==> src/rtl/ifetch_unit_pkg.sv <==
// Shared rvcore fetch definitions: datapath widths, default reset vector and the
// {pc, ir} entry layout buffered between instruction memory and the decoder.
package ifetch_unit_pkg;

    localparam int XLEN = 32;
    localparam int ILEN = 32;
    localparam logic [XLEN-1:0] DEFAULT_RESET_VECTOR = 32'h0000_0000;

    typedef struct packed {
        logic [XLEN-1:0] pc;
        logic [ILEN-1:0] ir;
    } fetch_entry_t;

    function automatic logic [XLEN-1:0] word_align(input logic [XLEN-1:0] addr);
        return {addr[XLEN-1:2], 2'b00};
    endfunction

endpackage

==> src/rtl/ifetch_unit_sync_fifo.sv <==
// Small synchronous FIFO with flush; pointers wrap modulo DEPTH (a power of two)
// and the occupancy count is exported so the fetch unit can meter its requests.
module sync_fifo
    import ifetch_unit_pkg::*;
#(
    parameter int WIDTH = 64,
    parameter int DEPTH = 2
) (
    input  logic                       clk_i,
    input  logic                       rst_i,
    input  logic                       flush,
    input  logic                       push,
    input  logic [WIDTH-1:0]           push_data,
    input  logic                       pop,
    output logic [WIDTH-1:0]           head_data,
    output logic [$clog2(DEPTH+1)-1:0] count
);

    localparam int PW = $clog2(DEPTH);
    localparam int CW = $clog2(DEPTH+1);
    localparam logic [CW-1:0] FULL = CW'(DEPTH);

    logic [WIDTH-1:0] mem [DEPTH];
    logic [PW-1:0]    wr_ptr;
    logic [PW-1:0]    rd_ptr;
    logic             do_pop;

    assign do_pop    = pop && (count != '0);
    assign head_data = mem[rd_ptr];

    always_ff @(posedge clk_i) begin
        if (rst_i || flush) begin
            wr_ptr <= '0;
            rd_ptr <= '0;
            count  <= '0;
        end else begin
            if (push) begin
                mem[wr_ptr] <= push_data;
                wr_ptr      <= wr_ptr + 1'b1;
            end
            if (do_pop) begin
                rd_ptr <= rd_ptr + 1'b1;
            end
            case ({push, do_pop})
                2'b10:   count <= count + 1'b1;
                2'b01:   count <= count - 1'b1;
                default: count <= count;
            endcase
        end
    end

    // The requester's credit scheme guarantees a free slot for every response.
    always_ff @(posedge clk_i) begin
        if (!rst_i && !flush) begin
            assert (!(push && count == FULL))
                else $error("sync_fifo overflow");
        end
    end

endmodule

==> src/rtl/ifetch_unit.sv <==
// Instruction fetch front end: sequential PC generation, credit-limited memory
// requests, an in-order {pc, ir} buffer toward the decoder, and redirect handling.
module ifetch_unit
    import ifetch_unit_pkg::*;
#(
    parameter logic [XLEN-1:0] RESET_VECTOR = DEFAULT_RESET_VECTOR,
    parameter int              DEPTH        = 2
) (
    input  logic            clk_i,
    input  logic            rst_i,
    output logic            imem_req_valid_o,
    input  logic            imem_req_ready_i,
    output logic [XLEN-1:0] imem_req_addr_o,
    input  logic            imem_rsp_valid_i,
    input  logic [ILEN-1:0] imem_rsp_data_i,
    input  logic            redirect_i,
    input  logic [XLEN-1:0] redirect_pc_i,
    output logic            if_valid_o,
    input  logic            if_ready_i,
    output logic [ILEN-1:0] if_ir_o,
    output logic [XLEN-1:0] if_pc_o
);

    localparam int CW = $clog2(DEPTH+1);

    logic [XLEN-1:0] fetch_pc;
    logic [XLEN-1:0] rsp_pc;
    logic [CW-1:0]   outstanding;
    logic [CW-1:0]   outstanding_next;
    logic [CW-1:0]   drop_cnt;
    logic [CW-1:0]   count;
    logic [CW:0]     credit_used;
    logic            req_fire;
    logic            rsp_fire;
    logic            push;
    logic            pop;
    fetch_entry_t    head;

    // Request eligibility looks only at registered state, never at redirect_i.
    assign credit_used      = {1'b0, outstanding} + {1'b0, count};
    assign imem_req_valid_o = credit_used < (CW+1)'(DEPTH);
    assign imem_req_addr_o  = fetch_pc;
    assign req_fire         = imem_req_valid_o && imem_req_ready_i;
    assign rsp_fire         = imem_rsp_valid_i;
    assign push             = rsp_fire && (drop_cnt == '0) && !redirect_i;
    assign pop              = if_valid_o && if_ready_i && !redirect_i;
    assign outstanding_next = outstanding + CW'(req_fire) - CW'(rsp_fire);

    // A redirect turns every request still in flight, including one accepted
    // this cycle, into a response that must be thrown away.
    always_ff @(posedge clk_i) begin
        if (rst_i) begin
            fetch_pc    <= RESET_VECTOR;
            rsp_pc      <= RESET_VECTOR;
            outstanding <= '0;
            drop_cnt    <= '0;
        end else begin
            outstanding <= outstanding_next;
            if (redirect_i) begin
                fetch_pc <= word_align(redirect_pc_i);
                rsp_pc   <= word_align(redirect_pc_i);
                drop_cnt <= outstanding_next;
            end else begin
                if (req_fire) begin
                    fetch_pc <= fetch_pc + 32'd4;
                end
                if (push) begin
                    rsp_pc <= rsp_pc + 32'd4;
                end
                if (rsp_fire && drop_cnt != '0) begin
                    drop_cnt <= drop_cnt - 1'b1;
                end
            end
        end
    end

    sync_fifo #(
        .WIDTH(XLEN + ILEN),
        .DEPTH(DEPTH)
    ) u_fifo (
        .clk_i     (clk_i),
        .rst_i     (rst_i),
        .flush     (redirect_i),
        .push      (push),
        .push_data ({rsp_pc, imem_rsp_data_i}),
        .pop       (pop),
        .head_data (head),
        .count     (count)
    );

    assign if_valid_o = (count != '0);
    assign if_pc_o    = head.pc;
    assign if_ir_o    = head.ir;

endmodule
==> config.mk <==
export PLATFORM = sky130hd
export DESIGN_NAME = ifetch_unit
export DESIGN_NICKNAME = d
export VERILOG_FILES = /design/src/rtl/ifetch_unit_pkg.sv /design/src/rtl/ifetch_unit_sync_fifo.sv /design/src/rtl/ifetch_unit.sv
export SDC_FILE = /design/constraint.sdc
export NUM_CORES = 1
export LEC_CHECK = 0
export BUFFER_PORTS_ARGS = -buffer_cell sky130_fd_sc_hd__buf_2
export CORE_MARGIN = 10
export CORE_UTILIZATION = 50
export DETAILED_ROUTE_END_ITERATION = 16
export PLACE_DENSITY = 0.79
export SYNTH_ARGS = -nofsm -noshare
export SYNTH_HDL_FRONTEND = slang
export SYNTH_HIERARCHICAL = 1
export SYNTH_SLANG_ARGS = --single-unit
==> constraint.sdc <==
create_clock -name clk_i -period 8.4 [get_ports clk_i]
set_input_delay 0.42 -clock clk_i [delete_from_list [all_inputs] [get_ports clk_i]]
set_output_delay 0.42 -clock clk_i [all_outputs]
set_load 0.05 [all_outputs]
==> flow_summary.toml, run 1 <==
[run_status]
outcome = "completed"

[clocking]
ctsHoldBuffers = 0
clock-sinks = 197
cts_resized = 0
root_buffer = "clkbuf_16"
post_cts_buffers = 0
cts.path.max_buffers = 2
cts_made_buffers = 17
clk_pin_slew_ns = 0.07
cts_tree = "built"
clock_latency_ns = 0.43
cts.htree.levels = 4

[pwr]
vdd_drop_max_v = 0.0001457
p_per_area_nw_per_um2 = 215.0
leakage_nw = 3.600

[sta]
relSlewSlack_pct = 38.59
max_freq_ghz = 0.3497
setup_viol = 0
finClkSkew_ns = 0.01394
tightest_slew_ns = 0.9202
rsz0062_at_grt = "no"
finalMaxSlewViolations = 0
setup_tns_ns = 0
layout_min_cycle_time_ns = 2.859
finalHoldViolCount = 0
min_period_over_period_pct = 34.04

[final_layout]
mostFrequentLayoutCells = "buf_2, edfxtp_1, dfxtp_1"
seq_area_um2 = 5226
nets = 895
layout-drive-gt1-share_pct = 33.21
multi_input_area_um2 = 3154
antenna_cells = 0
syn2layout_area_growth_pct = 18.02
n_fill_cell = 1382
final_core_util_pct = 60.74
mostFrequentLayoutCell = "buf_2"

[floorplanning]
fp.dieArea_um2 = 22840
core_um2 = 16700
die_y_um = 151.1
start_util_pct = 51.47
io_pins = 168
chipWidth_um = 151.1
num_rows = 47

[worst_setup_path]
cpLargestDelayFamily = "simple AND/OR/NAND/NOR gates"
crit_required_ns = 8.76
critical_path_class = "register to register"
cp_max_fo = 15
critPathSlowestCell = "or3_4"
cpPeakStageDelay_ns = 0.63
cp.buffers_inverters = 0
critPathCaptureType = "register"
worstPathCellList = "and2_1, fa_1, nand4bb_1, or3_4, or4_1, a31oi_1"
cp_data_arrival_time_ns = 3.22
cp-start-kind = "register"

[global_route]
antenna_found_initial = 0
globalRouteOverflowTotal = 0
grtUsageTotal_pct = 17.07
grt_pass1_wl_um = 30610
grt_pass1_vias = 5851
grt_max_degree = 71

[drt]
wl_per_cell_um = 18.88
vias_per_cell = 5.766
drt_pass1_iterations = 5
vias = 6060
drt-total-wl_um = 19840
antenna_left = 0
drt-initial-drc-count = 438
drc = 0

[logic_synthesis]
syn_inst = 662
synth_warnings = 6
yosysTopAreaCellShare_pct = 44.72
ys_seq_elements = 197
syn_area_um2 = 8596
synth_top_area_cell = "edfxtp_1"
syn_avg_cell_area_um2 = 12.98
synth_cell_type_count = 59
synth-edff-count = 128
yosysSeqAreaShare_pct = 60.79
async_flop_share_pct = 0
synthTopCellsByArea = "edfxtp_1, dfxtp_1, mux2_2"
synthFlopType = "edfxtp_1"

[placed_design]
io_buffers = 163
gp_congestion = 0.8396
dpl.hpwl_um = 13660

[worst_hold_path]
worst_hold_path_type = "primary input to register"

[flow_run]
max-cap-violations = 0
==> state kept, by name, summed over array words and instances, names as in the netlist, named ones only <==
| signal | count |
|---|---|
| u_fifo/rd_ptr | 1 |
| u_fifo/count | 2 |
| imem_req_addr_o | 30 |
| u_fifo/mem | 128 |
| rsp_pc | 30 |
| outstanding | 2 |
| drop_cnt | 2 |
| u_fifo/wr_ptr | 1 |
==> layer usage <==
metal | routed length (µm) | track usage [%] | part of all wire (%) | vias to the layer above
met5 | 0 | 0 | 0 | -
met1 | 9242 | 23.87 | 47 | 2867
li1 | - | - | - | 2887
met3 | 1752 | 5.042 | 8.8 | 19
met2 | 8571 | 25.00 | 43 | 287
met4 | 272 | 5.294 | 1.4 | 0
==> logic make-up (layout without fill, tap and decap cells) <==
family | count (synthesis) | in the layout | synth area share (%)
muxes | 65 | 65 | 8.501
DFF | 197 | 197 | 60.79
adders and majority gates | 7 | 7 | 1.106
and+or+nand+nor | 190 | 190 | 12.98
xor gates and xnor gates | 29 | 29 | 2.955
buffers and inverters | 50 | 214 | 2.824
other | 1 | 6 | 0.04363
AOI/OAI and AO/OA | 123 | 123 | 10.80
==> area by class of cell <==
cell class              instances  share of cell area (%)
clock buffers                  22                   4.810
clock inverters                10                  0.9373
inverters                      14                  0.5180
multi-input cells             420                   31.09
flip-flops and latches        197                   51.52
well taps                     220                   2.713
repair buffers                168                   8.411
==> per-stage QoR <==
step / cell area [µm²] / hold WS (ns) / setup slack [ns] / total power (W) / instances
finish: 10140 / 0.1838 / 5.541 / 0.002181 / 1051
global route: 10140 / 0.1515 / 5.416 / 0.002270 / 1051
CTS: 10140 / 0.1647 / 5.543 / 0.002198 / 1051
detailed placement: 9562 / 0.4778 / 5.544 / 0.001409 / 1019
global placement: 9562 / 0.4713 / 5.577 / 0.001402 / 1019
floorplan: 8615 / 0.4237 / 0.3413 / 0.001330 / 667
==> cells in the mapped netlist, types with 6 or more instances <==
library cell,number
edfxtp_1,128
dfxtp_1,69
mux2_2,64
nand2_1,27
nor4_1,25
o21a_1,22
nand4_1,21
o31a_1,21
a21boi_0,20
nor3_1,20
clkbuf_1,19
nand3_1,19
xnor2_1,17
nor2_1,15
o21ai_0,14
inv_1,13
xor2_1,12
a211oi_1,11
or3_1,10
and3_1,9
buf_4,8
nor2b_1,8
a31oi_1,7
and4_1,7
or4_1,7
ha_1,6
==> worst paths after layout <==
check | from | endpoint | slack, ns | cells after the start
hold / removal | imem_rsp_data_i[6] | u_fifo/mem[0][6] | 0.18 | 1
hold reg to reg | rsp_pc[30] | u_fifo/mem[0][62] | 0.49 | 0
setup reg to reg | u_fifo/count[0] | imem_req_addr_o[17] | 5.54 | 6
setup / recovery | u_fifo/count[0] | imem_req_addr_o[17] | 5.54 | 6
==> power by group <==
part | switching, W | internal, W
sequential | 0.0000442 | 0.00107
combinational | 0.000181 | 0.0000914
clock | 0.000343 | 0.000447
(Power assumes the default switching activity.)
==> inputs of run 2 (changes only) <==
--- a/config.mk
+++ b/config.mk
@@ -7,9 +7,9 @@
 export LEC_CHECK = 0
 export BUFFER_PORTS_ARGS = -buffer_cell sky130_fd_sc_hd__buf_2
 export CORE_MARGIN = 10
-export CORE_UTILIZATION = 50
+export CORE_UTILIZATION = 55
 export DETAILED_ROUTE_END_ITERATION = 16
-export PLACE_DENSITY = 0.79
+export PLACE_DENSITY = 0.83
 export SYNTH_ARGS = -nofsm -noshare
 export SYNTH_HDL_FRONTEND = slang
 export SYNTH_HIERARCHICAL = 1
==> constraint.sdc (replaced) <==
create_clock -name clk_i -period 2.65 [get_ports clk_i]
set_input_delay 0.1325 -clock clk_i [delete_from_list [all_inputs] [get_ports clk_i]]
set_output_delay 0.1325 -clock clk_i [all_outputs]
set_load 0.05 [all_outputs]
==> run 2 against run 1 <==
Net effect: sequential power grew to 3.2 times the previous value; non-clock buffer count grew 42; flip-flop and latch count unchanged; cell area grew 4.9%; critical path type unchanged; first-iteration DRC count fell by 0.91%; combinational power rose to 3.6 times the previous value; wire length grew 5.0%; sequential share of layout area is 2.4 points lower; highest routed layer unchanged; largest power group unchanged; largest cell class unchanged.
==> flow_summary.toml, run 2 (synthesized netlist as in run 1, its figures left out) <==
[global_route]
grtUsageTotal_pct = 19.34
grt_pass1_vias = 6247
grt_pass1_wl_um = 33140
antenna_found_initial = 0
grt_max_degree = 65
globalRouteOverflowTotal = 0

[clocking]
cts_tree = "built"
post_cts_buffers = 0
clock-sinks = 197
cts_made_buffers = 17
root_buffer = "clkbuf_16"
clk_pin_slew_ns = 0.08
clock_latency_ns = 0.43
cts.path.max_buffers = 2
cts.htree.levels = 4

[worst_setup_path]
rrSetupSlack_ns = 0.19
worstPathCellList = "and2_1, fa_1, nand4bb_1, or3_4, or4_1, a31oi_1"
r2r_end = "imem_req_addr_o[17]"
crit_end = "imem_req_addr_o[17]"
cp-start-kind = "register"
cp_data_arrival_time_ns = 2.82
cp-startpoint = "outstanding[0]"
crit_required_ns = 3.01
critPathCaptureType = "register"
regToRegStartpoint = "outstanding[0]"
cp_max_fo = 15
critPathSlowestCell = "fa_1"
reg2reg_depth = 6
critical_path_class = "register to register"
cpPeakStageDelay_ns = 0.51

[placed_design]
gp_congestion = 0.9142
dpl.hpwl_um = 14220
placedCellCount = 1019
io_buffers = 163
place_worst_setup_slack_ns = 0.2030

[drt]
antenna_left = 0
wl_per_cell_um = 19.22
vias_per_cell = 5.823
drc = 0
vias = 6312
drt-total-wl_um = 20830
drt-initial-drc-count = 434
drt_pass1_iterations = 8

[floorplanning]
num_rows = 45
fp.dieArea_um2 = 21030
die_y_um = 145.0
chipWidth_um = 145.0
io_pins = 168
start_util_pct = 56.33
core_um2 = 15260

[flow_run]
max-cap-violations = 0

[sta]
layout_min_cycle_time_ns = 2.463
setup_ws_ns = 0.1873
setup_viol = 0
finalMaxSlewViolations = 0
relSlewSlack_pct = 39.38
rsz0062_at_grt = "no"
finalHoldViolCount = 0
tightest_slew_ns = 0.9010
setup_tns_ns = 0
whs_ns = 0.02912
min_period_over_period_pct = 92.93
max_freq_ghz = 0.4061
finClkSkew_ns = 0.01317

[final_layout]
nets = 937
mostFrequentLayoutCells = "buf_2, edfxtp_1, dfxtp_1"
n_fill_cell = 1078
top_register = "u_fifo/mem"
syn2layout_area_growth_pct = 23.81
mostFrequentLayoutCell = "buf_2"
antenna_cells = 0
stdcell_count = 1084
largest_register_ffs = 128
layout-drive-gt1-share_pct = 33.79

[pwr]
leakage_nw = 3.822
vdd_drop_max_v = 0.0004678
p_per_area_nw_per_um2 = 666.7

[worst_hold_path]
worst_hold_path_type = "primary input to register"

[run_status]
outcome = "completed"
==> run 2: worst max-delay path: cells and delay by family, from the launching register on <==
kind,cells,cell delay [ns]
DFF,1,0.31
and+or+nand+nor,4,1.40
adders and majority gates,1,0.51
AOI/OAI and AO/OA,1,0.16
==> run 2: worst min-delay path by stage <==
stage | cells past startpoint | start | endpoint
after floorplan | 1 | rst_i | u_fifo/wr_ptr
after global placement | 1 | imem_rsp_data_i[11] | u_fifo/mem[1][11]
after detailed placement | 1 | imem_rsp_data_i[12] | u_fifo/mem[1][12]
after CTS | 2 | redirect_pc_i[30] | imem_req_addr_o[30]
after global routing | 2 | redirect_pc_i[30] | imem_req_addr_o[30]
final | 2 | redirect_pc_i[30] | imem_req_addr_o[30]
==> run 2: final cells by class <==
type                            instances  area [µm²]  area share (%)
Multi-Input combinational cell        420        3198           30.05
Inverter                               14       52.55          0.4938
Clock inverter                         14       161.4           1.517
Clock buffer                           18       439.2           4.126
Tap cell                              211       264.0           2.481
Timing Repair Buffer                  210        1301           12.23
Sequential cell                       197        5226           49.11
==> run 2: metal layers <==
layer  share of wire (%)  wire length [µm]  GRT usage [%]
met5                   0                 0              0
met4                 1.7               356          6.793
met3                 9.2              1913          6.085
met2                  44              9240          28.79
met1                  45              9320          26.03
==> run 2: through the flow <==
stage	utilization, %	power, W	area, µm²
2_1_floorplan	-	0.004256	8687
3_3_place_gp	63.65	0.004493	9712
3_5_place_dp	63.65	0.004519	9712
4_1_cts	69.75	0.007134	10640
5_1_grt	69.75	0.007365	10640
6_report	69.75	0.007095	10640
==> run 2: power breakdown <==
part | switching, W | internal, W | leakage (nW)
clock network | 0.00114 | 0.00145 | 0.302
registers | 0.000140 | 0.00340 | 1.74
logic | 0.000614 | 0.000355 | 1.78
==> run 2: what timing repair did <==
item | 4_1_cts | 5_1_grt
endpoints found under the hold margin | 65 | 0
gates resized for setup | 0 | 0
setup endpoints to repair | 0 | 0
hold buffers | 33 | 0
==> inputs of run 3 (changes only) <==
--- a/config.mk
+++ b/config.mk
@@ -6,10 +6,12 @@
 export NUM_CORES = 1
 export LEC_CHECK = 0
 export BUFFER_PORTS_ARGS = -buffer_cell sky130_fd_sc_hd__buf_2
-export CORE_MARGIN = 10
-export CORE_UTILIZATION = 55
+export CORE_ASPECT_RATIO = 1.4
+export CORE_MARGIN = 8
+export CORE_UTILIZATION = 57
+export CTS_BUF_LIST = sky130_fd_sc_hd__clkbuf_2 sky130_fd_sc_hd__clkbuf_4 sky130_fd_sc_hd__clkbuf_8
 export DETAILED_ROUTE_END_ITERATION = 16
-export PLACE_DENSITY = 0.83
+export PLACE_DENSITY = 0.85
 export SYNTH_ARGS = -nofsm -noshare
 export SYNTH_HDL_FRONTEND = slang
 export SYNTH_HIERARCHICAL = 1
==> run 3 against run 2 <==
Net effect: wire length shrank 6.0%; critical path depth did not move; sequential power barely moved; combinational power fell by 2%; cell area is 2.3% lower; non-clock buffer count down 1; count of clock-buffer cells in the layout fell by 1; register-to-register slack got worse by 0.02 ns; largest cell class unchanged.
==> flow_summary.toml, run 3 (synthesized netlist as in run 1, its figures left out) <==
[run_status]
outcome = "completed"

[clocking]
cts.htree.levels = 4
clock_latency_ns = 0.45
cts.path.max_buffers = 2
root_buffer = "clkbuf_8"
clk_pin_slew_ns = 0.10
cts_tree = "built"
clock-sinks = 197
cts_made_buffers = 17
post_cts_buffers = 0

[final_layout]
mostFrequentLayoutCell = "buf_2"
antenna_cells = 0
top_register = "u_fifo/mem"
syn2layout_area_growth_pct = 21.00
largest_register_ffs = 128
mostFrequentLayoutCells = "buf_2, edfxtp_1, dfxtp_1"
nets = 936
layout-drive-gt1-share_pct = 33.60
stdcell_count = 1064
design_area_um2 = 10400

[worst_setup_path]
cpPeakStageDelay_ns = 0.51
crit_end = "imem_req_addr_o[17]"
cp_data_arrival_time_ns = 2.86
cp_max_fo = 15
critPathSlowestCell = "fa_1"
critPathCaptureType = "register"
crit_required_ns = 3.03
r2r_end = "imem_req_addr_o[17]"
worstPathCellList = "and2_1, fa_1, nand4bb_1, or3_4, or4_1, a31oi_1"
regToRegStartpoint = "outstanding[0]"
reg2reg_depth = 6
cp-startpoint = "outstanding[0]"
cp-start-kind = "register"
critical_path_class = "register to register"
rrSetupSlack_ns = 0.17

[floorplanning]
die_y_um = 161.3
fp.dieArea_um2 = 19320
io_pins = 168
num_rows = 53
start_util_pct = 57.61
chipWidth_um = 119.8
core_um2 = 14920

[pwr]
p_per_area_nw_per_um2 = 613.8
vdd_drop_max_v = 0.0003955
leakage_nw = 3.714

[sta]
finalMaxSlewViolations = 0
rsz0062_at_grt = "no"
whs_ns = 0.03640
finalHoldViolCount = 0
setup_tns_ns = 0
setup_viol = 0
finClkSkew_ns = 0.01395
layout_min_cycle_time_ns = 2.484
relSlewSlack_pct = 47.47
min_period_over_period_pct = 93.73
tightest_slew_ns = 0.7820
max_freq_ghz = 0.4026

[placed_design]
dpl-instance-area_um2 = 9661
gp_congestion = 0.9042
io_buffers = 163
placedCellCount = 998
dpl.hpwl_um = 13700

[drt]
wl_per_cell_um = 18.41
drt-total-wl_um = 19590
vias = 6153
drc = 0
drt-initial-drc-count = 594
vias_per_cell = 5.783
antenna_left = 0
drt_pass1_iterations = 5

[global_route]
grt_pass1_vias = 6123
globalRouteOverflowTotal = 0
grt_max_degree = 65
grtUsageTotal_pct = 20.08
grt_pass1_wl_um = 31350
antenna_found_initial = 0

[worst_hold_path]
holdPathStages = 3
worst_hold_path_type = "primary input to register"

[flow_run]
max-cap-violations = 0
## run 3: how the worst min path moves through the flow
stage,startpoint,slack [ns],to
finish,redirect_pc_i[4],0.04,rsp_pc[4]
global route,redirect_pc_i[4],0.02,rsp_pc[4]
global placement,imem_rsp_data_i[5],0.32,u_fifo/mem[0][5]
floorplan,rst_i,0.21,u_fifo/wr_ptr
CTS,redirect_pc_i[16],0.005,rsp_pc[16]
detailed placement,imem_rsp_data_i[30],0.33,u_fifo/mem[1][30]
## run 3: area by class of cell
type | instances | area, µm²
clock buffer | 17 | 234.0
clock inverter | 15 | 166.4
fill | 1102 | 4519
inverter | 14 | 52.55
multi-input combinational | 420 | 3198
sequential | 197 | 5226
tap | 192 | 240.2
timing repair buffer | 209 | 1284
## run 3: report_power, final
| group | internal [W] | total, W | switching [W] |
|---|---|---|---|
| clock network | 0.000790 | 0.00189 | 0.00110 |
| registers | 0.00340 | 0.00354 | 0.000134 |
| logic | 0.000354 | 0.000953 | 0.000599 |
## run 3: stage by stage
| stage | setup slack (ns) | power [W] | util, % |
|---|---|---|---|
| 6_report | 0.1663 | 0.006384 | 69.71 |
| 5_1_grt | 0.05083 | 0.006659 | 69.71 |
| 4_1_cts | 0.1706 | 0.006432 | 69.71 |
| 3_5_place_dp | 0.2034 | 0.004512 | 64.75 |
| 3_3_place_gp | 0.2299 | 0.004483 | 64.75 |
| 2_1_floorplan | -0.5806 | 0.004256 | - |
## run 3: routing by layer
metal / global-route usage, % / routed length (µm) / up-vias / share of wire [%]
li1: - / - / 2954 / -
met4: 7.123 / 304 / 0 / 1.6
met2: 35.06 / 10090 / 190 / 52
met5: 0 / 0 / - / 0
met1: 24.06 / 8290 / 2984 / 42
met3: 3.877 / 902 / 25 / 4.6
## run 3: worst max-delay path, delay by kind of cell (launching register included)
family | cells | cell delay [ns]
and+or+nand+nor | 4 | 1.41
AOI/OAI and AO/OA | 1 | 0.17
DFF | 1 | 0.33
adders and majority gates | 1 | 0.51
## run 3: what timing repair did
| action | CTS | global route |
|---|---|---|
| hold endpoints to repair | 66 | 0 |
| resized for setup | 0 | 0 |
| hold buffers | 34 | 0 |
